File: src/rtl/single_proc_array.sv
// single_proc_array
//   Sequential 2-D convolution engine built around one multiply-accumulate
//   element. It convolves a 4x4 unsigned 8-bit tile A with a 3x3 unsigned
//   8-bit kernel B (valid correlation, stride 1, no kernel flip) into a 2x2
//   result C. One MAC is done per clock, so a full result takes 36 clocks.
//
//   Optional build macro: SINGLE_PROC_SAT_EN
//     defined   -> each 20-bit sum above 255 is clamped to 255
//     undefined -> the low 8 bits of each sum are output (modulo 256)
//
// Ports
//   clk            rising-edge clock
//   rst            asynchronous active-high reset
//   active_single  level-sensitive start request; must drop to leave DONE
//   a11..a44       tile elements, aRC = row R, column C (sampled at start)
//   b11..b33       kernel weights, bRC = row R, column C (sampled at start)
//   done_single    high while the results are valid (DONE state)
//   c11..c22       registered 2x2 result, held until overwritten or reset
module single_proc_array (
  input  logic       clk,
  input  logic       rst,
  input  logic       active_single,
  input  logic [7:0] a11, a12, a13, a14,
  input  logic [7:0] a21, a22, a23, a24,
  input  logic [7:0] a31, a32, a33, a34,
  input  logic [7:0] a41, a42, a43, a44,
  input  logic [7:0] b11, b12, b13,
  input  logic [7:0] b21, b22, b23,
  input  logic [7:0] b31, b32, b33,
  output logic       done_single,
  output logic [7:0] c11, c12, c21, c22
);

  typedef enum logic [1:0] {S_IDLE, S_RUN, S_DONE} state_t;

  state_t            state_q, state_d;
  logic [15:0][7:0]  a_q;    // a_q[{row,col}], 0-based
  logic [8:0][7:0]   b_q;    // b_q[tap], row-major
  logic [1:0]        k_q;    // output index: k[1] = row offset, k[0] = col offset
  logic [3:0]        t_q;    // tap index 0..8
  logic [19:0]       acc_q;
  logic [3:0][7:0]   c_q;

  // Tap -> kernel (row, col)
  logic [1:0] ti, tj;
  always_comb begin
    ti = 2'd0;
    tj = 2'd0;
    case (t_q)
      4'd0: begin ti = 2'd0; tj = 2'd0; end
      4'd1: begin ti = 2'd0; tj = 2'd1; end
      4'd2: begin ti = 2'd0; tj = 2'd2; end
      4'd3: begin ti = 2'd1; tj = 2'd0; end
      4'd4: begin ti = 2'd1; tj = 2'd1; end
      4'd5: begin ti = 2'd1; tj = 2'd2; end
      4'd6: begin ti = 2'd2; tj = 2'd0; end
      4'd7: begin ti = 2'd2; tj = 2'd1; end
      4'd8: begin ti = 2'd2; tj = 2'd2; end
      default: begin ti = 2'd0; tj = 2'd0; end
    endcase
  end

  // Tile coordinates never exceed 3, so 2-bit sums are exact.
  logic [1:0]  ar, ac;
  logic [7:0]  a_sel, b_sel;
  logic [15:0] prod;
  logic [19:0] sum;
  logic [7:0]  res;

  assign ar    = {1'b0, k_q[1]} + ti;
  assign ac    = {1'b0, k_q[0]} + tj;
  assign a_sel = a_q[{ar, ac}];
  assign b_sel = (t_q <= 4'd8) ? b_q[t_q] : 8'd0;
  assign prod  = a_sel * b_sel;
  // 9 * 255 * 255 < 2^20, so the accumulate cannot overflow.
  assign sum   = acc_q + {4'd0, prod};

`ifdef SINGLE_PROC_SAT_EN
  assign res = (sum > 20'd255) ? 8'hFF : sum[7:0];
`else
  assign res = sum[7:0];
`endif

  // State register
  always_ff @(posedge clk or posedge rst) begin
    if (rst) state_q <= S_IDLE;
    else     state_q <= state_d;
  end

  // Next-state logic
  always_comb begin
    state_d = state_q;
    case (state_q)
      S_IDLE: if (active_single)                    state_d = S_RUN;
      S_RUN:  if (t_q == 4'd8 && k_q == 2'd3)       state_d = S_DONE;
      S_DONE: if (!active_single)                   state_d = S_IDLE;
      default:                                      state_d = S_IDLE;
    endcase
  end

  // Output logic: done follows the registered state, so it is glitch-free
  // and rises on the same edge that writes c22.
  always_comb begin
    done_single = (state_q == S_DONE);
    c11 = c_q[0];
    c12 = c_q[1];
    c21 = c_q[2];
    c22 = c_q[3];
  end

  // Datapath: operand capture, counters, accumulator, result registers
  always_ff @(posedge clk or posedge rst) begin
    if (rst) begin
      a_q   <= '0;
      b_q   <= '0;
      k_q   <= '0;
      t_q   <= '0;
      acc_q <= '0;
      c_q   <= '0;
    end else begin
      case (state_q)
        S_IDLE: if (active_single) begin
          a_q   <= {a44, a43, a42, a41, a34, a33, a32, a31,
                    a24, a23, a22, a21, a14, a13, a12, a11};
          b_q   <= {b33, b32, b31, b23, b22, b21, b13, b12, b11};
          k_q   <= '0;
          t_q   <= '0;
          acc_q <= '0;
        end
        S_RUN: begin
          if (t_q == 4'd8) begin
            // Last tap: the current product completes this output.
            c_q[k_q] <= res;
            acc_q    <= '0;
            t_q      <= '0;
            k_q      <= k_q + 2'd1;
          end else begin
            acc_q <= sum;
            t_q   <= t_q + 4'd1;
          end
        end
        default: ;
      endcase
    end
  end

endmodule

File: config.mk
export PLATFORM = sky130hd
export DESIGN_NAME = single_proc_array
export DESIGN_NICKNAME = d
export VERILOG_FILES = /design/src/rtl/single_proc_array.sv
export SDC_FILE = /design/constraint.sdc
export NUM_CORES = 1
export LEC_CHECK = 0
export BUFFER_PORTS_ARGS = -buffer_cell sky130_fd_sc_hd__buf_4
export CELL_PAD_IN_SITES_DETAIL_PLACEMENT = 2
export CELL_PAD_IN_SITES_GLOBAL_PLACEMENT = 2
export CORE_MARGIN = 2
export CORE_UTILIZATION = 33
export CTS_BUF_LIST = sky130_fd_sc_hd__clkbuf_2
export DETAILED_ROUTE_END_ITERATION = 10
export GPL_TIMING_DRIVEN = 0
export PLACE_DENSITY = 0.72
export SYNTH_ARGS = -nofsm -noshare
export SYNTH_HDL_FRONTEND = slang
export SYNTH_SLANG_ARGS = --single-unit
File: constraint.sdc
create_clock -name clk -period 13.6 [get_ports clk]
set_input_delay 1.36 -clock clk [delete_from_list [all_inputs] [get_ports clk]]
set_output_delay 1.36 -clock clk [all_outputs]
set_load 0.005 [all_outputs]
==> run_results.csv <==
group,metric,value,unit
setup_path,critPathArrivalTime,9.37,ns
finish,drive_above_1_share,54.5,%
logic_synthesis,synth_cells,840,
logic_synthesis,synth_fa_ha_area_share,5.72,%
detailed_routing,routed_wl,36600,um
logic_synthesis,synth_nets,1088,
detailed_routing,drt_iter0_drc,237,
detailed_routing,met1_length,15800,um
timing,slew_violations,0,
floorplanning,start_util,33.4,%
timing,tightestPinTransition,0.904,ns
global_routing,grt_pass1_vias,9645,
logic_synthesis,synth_xor_xnor_area_share,1.80,%
setup_path,cp.required,14.34,ns
global_routing,grt_overflow_total,0,
run_status,outcome,"complete, no violations",
timing,finalSetupViolCount,0,
setup_path,crit_path_top_delay_cell,"fa_1",
setup_path,endpoint_kind,"flop",
timing,max_freq,116,MHz
logic_synthesis,synth_edf_count,0,
cts,path_clk_slew,0.11,ns
setup_path,cp_max_fo,10,
logic_synthesis,synth_top_family_by_area,"multiplexers",
cts,clkSinkCount,248,
min_path,hp-class,"in -> async",
detailed_routing,wl_met3,1940,um
global_routing,antenna_found_initial,10,
logic_synthesis,yosysWarnings,0,
floorplanning,die_area,0.0386,mm2
cts,postCtsSetupBuffers,0,
global_routing,grt_pass1_wl,57500,um
timing,setup_tns,0,ns
global_routing,grt_usage,20.0,%
logic_synthesis,synthDistinctLibCells,50,
place,port_buffers,235,
detailed_routing,vias_per_cell,4.89,
timing,finalHoldViolCount,0,
floorplanning,fp-row-count,70,
detailed_routing,drc,0,
timing,rsz0062_at_grt,"no",
detailed_routing,num_vias,8213,
logic_synthesis,muxShareOfSynthArea,31.8,%
global_routing,grt_max_degree,106,
timing,period_share,63.5,%
logic_synthesis,synth_largest_area_cell,"dfrtp_1",
cts,max-clock-path-buffers,3,
logic_synthesis,yosys.area_share.simple,3.90,%
logic_synthesis,synth_top_area_share,50.8,%
finish,syn_to_final_growth,25.2,%
timing,clock_skew,0.102,ns
job,maxCapViolCount,0,
logic_synthesis,synthArstFlopShare,100,%
cts,cts_tree,"yes",
setup_path,startpoint_type,"flop",
cts,postCtsHoldBufs,0,
setup_path,worstSetupPathType,"reg -> reg",
logic_synthesis,ys_seq_elements,248,
cts,cts-root-buf,"clkbuf_2",
cts,clk_latency,0.95,ns
detailed_routing,wl_per_cell,21.8,um
cts,htreeDepth,3,
detailed_routing,dr_wl_met2,18300,um
place,hpwl,28100,um
floorplanning,coreArea,0.0365,mm2
floorplanning,ios,236,
finish,final_cell_mix,"dfrtp_1 (248), buf_4 (242), mux2_2 (229)",
logic_synthesis,synth_ff_type,"dfrtp_1",
setup_path,crit_top_cell,"inv_1",
finish,fin_nets,1399,
finish,final_common_cell,"dfrtp_1",
detailed_routing,top_layer,"met5",
floorplanning,die_x,196,um
setup_path,slowest_delay,0.53,ns
cts,cts_buffers,72,
detailed_routing,ant_nets,0,
logic_synthesis,syn_area_per_cell,14.5,um2
logic_synthesis,synth-compound-area-share,2.91,%
detailed_routing,drt_pass1_iterations,4,
cts,cts_resized,0,
timing,max-slew-margin-rel,39.1,%
timing,layout_min_cycle_time,8.64,ns
logic_synthesis,ys_top_cells_by_area,"dfrtp_1 (51%), mux2_2 (21%), mux4_2 (8.5%)",
logic_synthesis,syn-cell-area,0.0122,mm2
logic_synthesis,yosysSeqAreaShare,50.8,%
place,place_congestion,0.764,
floorplanning,fp.dieH,196,um
## state kept, by name, summed over array words and instances, names as in the netlist
| signal | flops |
|---|---|
| a_q | 128 |
| acc_q | 8 |
| b_q | 72 |
| c11 | 8 |
| c12 | 8 |
| c21 | 8 |
| c22 | 8 |
| k_q | 2 |
| state_q | 2 |
| t_q | 4 |
## cell type report
type                            instances  area [um2]
Sequential cell                       248        6210
Inverter                               40         158
Antenna cell                            9        22.5
Multi-Input combinational cell        510        5630
Timing Repair Buffer                  237        1820
Clock inverter                         17         101
Clock buffer                          107         536
Tap cell                              468         586
Fill cell                            3685       21200
Buffer                                 42         228
## Yosys cell counts, drive strengths merged, types with 3 or more instances
cell type / number
a21oi: 5
xnor2: 15
o21a: 3
nor2: 12
a22o: 8
nand3: 11
and2: 7
buf: 18
clkbuf: 24
o21ai: 24
and3: 7
mux2i: 19
nand2: 47
fa: 18
mux2: 231
ha: 27
inv: 40
dfrtp: 248
mux4: 47
## kinds of logic (layout without fill, tap and decap cells)
family,count (synthesis),after routing
compound gates,51,51
xor+xnor,19,19
fa+ha+maj,45,45
buf+inv,82,443
flops,248,248
mux,297,297
other cells,0,9
simple gates,98,98
## layer usage
metal | track usage [%] | up-vias
met5 | 0 | -
met1 | 25.4 | 4270
met4 | 6.14 | 4
met2 | 33.2 | 197
met3 | 5.60 | 50
li1 | - | 3692
## worst max-delay path, delay by kind of cell (launching register included)
family | cells | cell delay (ns)
adder cells (fa/ha/maj) | 7 | 2.81
AND/OR/NAND/NOR | 2 | 0.27
XOR/XNOR | 4 | 1.11
buffers and inverters | 13 | 2.28
AO/OA/AOI/OAI | 2 | 0.35
flip-flops | 1 | 0.41
multiplexers | 5 | 1.24
## through the flow
stage	setup slack [ns]	cells	hold WS [ns]	instance area, um2	utilization [%]
after floorplan	5.43	840	0.450	12200	-
after global placement	2.15	1543	0.471	14600	39.9
after detailed placement	4.90	1545	0.483	14600	40.0
after CTS	4.83	1669	0.325	15300	41.8
after global routing	4.40	1674	0.345	15300	41.8
final	4.96	1678	0.438	15300	41.8
## worst paths after layout
check                              startpoint  slack (ns)  cells past startpoint             endpoint
setup / recovery           t_q[0]$_DFFE_PP0P_        4.96                     33   c22[7]$_DFFE_PP0P_
hold / removal                            rst        0.44                      2  b_q[14]$_DFFE_PP0P_
setup reg to reg           t_q[0]$_DFFE_PP0P_        4.96                     33   c22[7]$_DFFE_PP0P_
hold reg to reg            c12[5]$_DFFE_PP0P_        0.49                      2   c12[5]$_DFFE_PP0P_
max in group asynchronous                 rst       12.24                      3  b_q[44]$_DFFE_PP0P_
min in group clk           c12[5]$_DFFE_PP0P_        0.49                      2   c12[5]$_DFFE_PP0P_
Power is left out: the tool's default activity adds up to more than one toggle a clock period on the data nets, which glitch-free logic cannot reach.
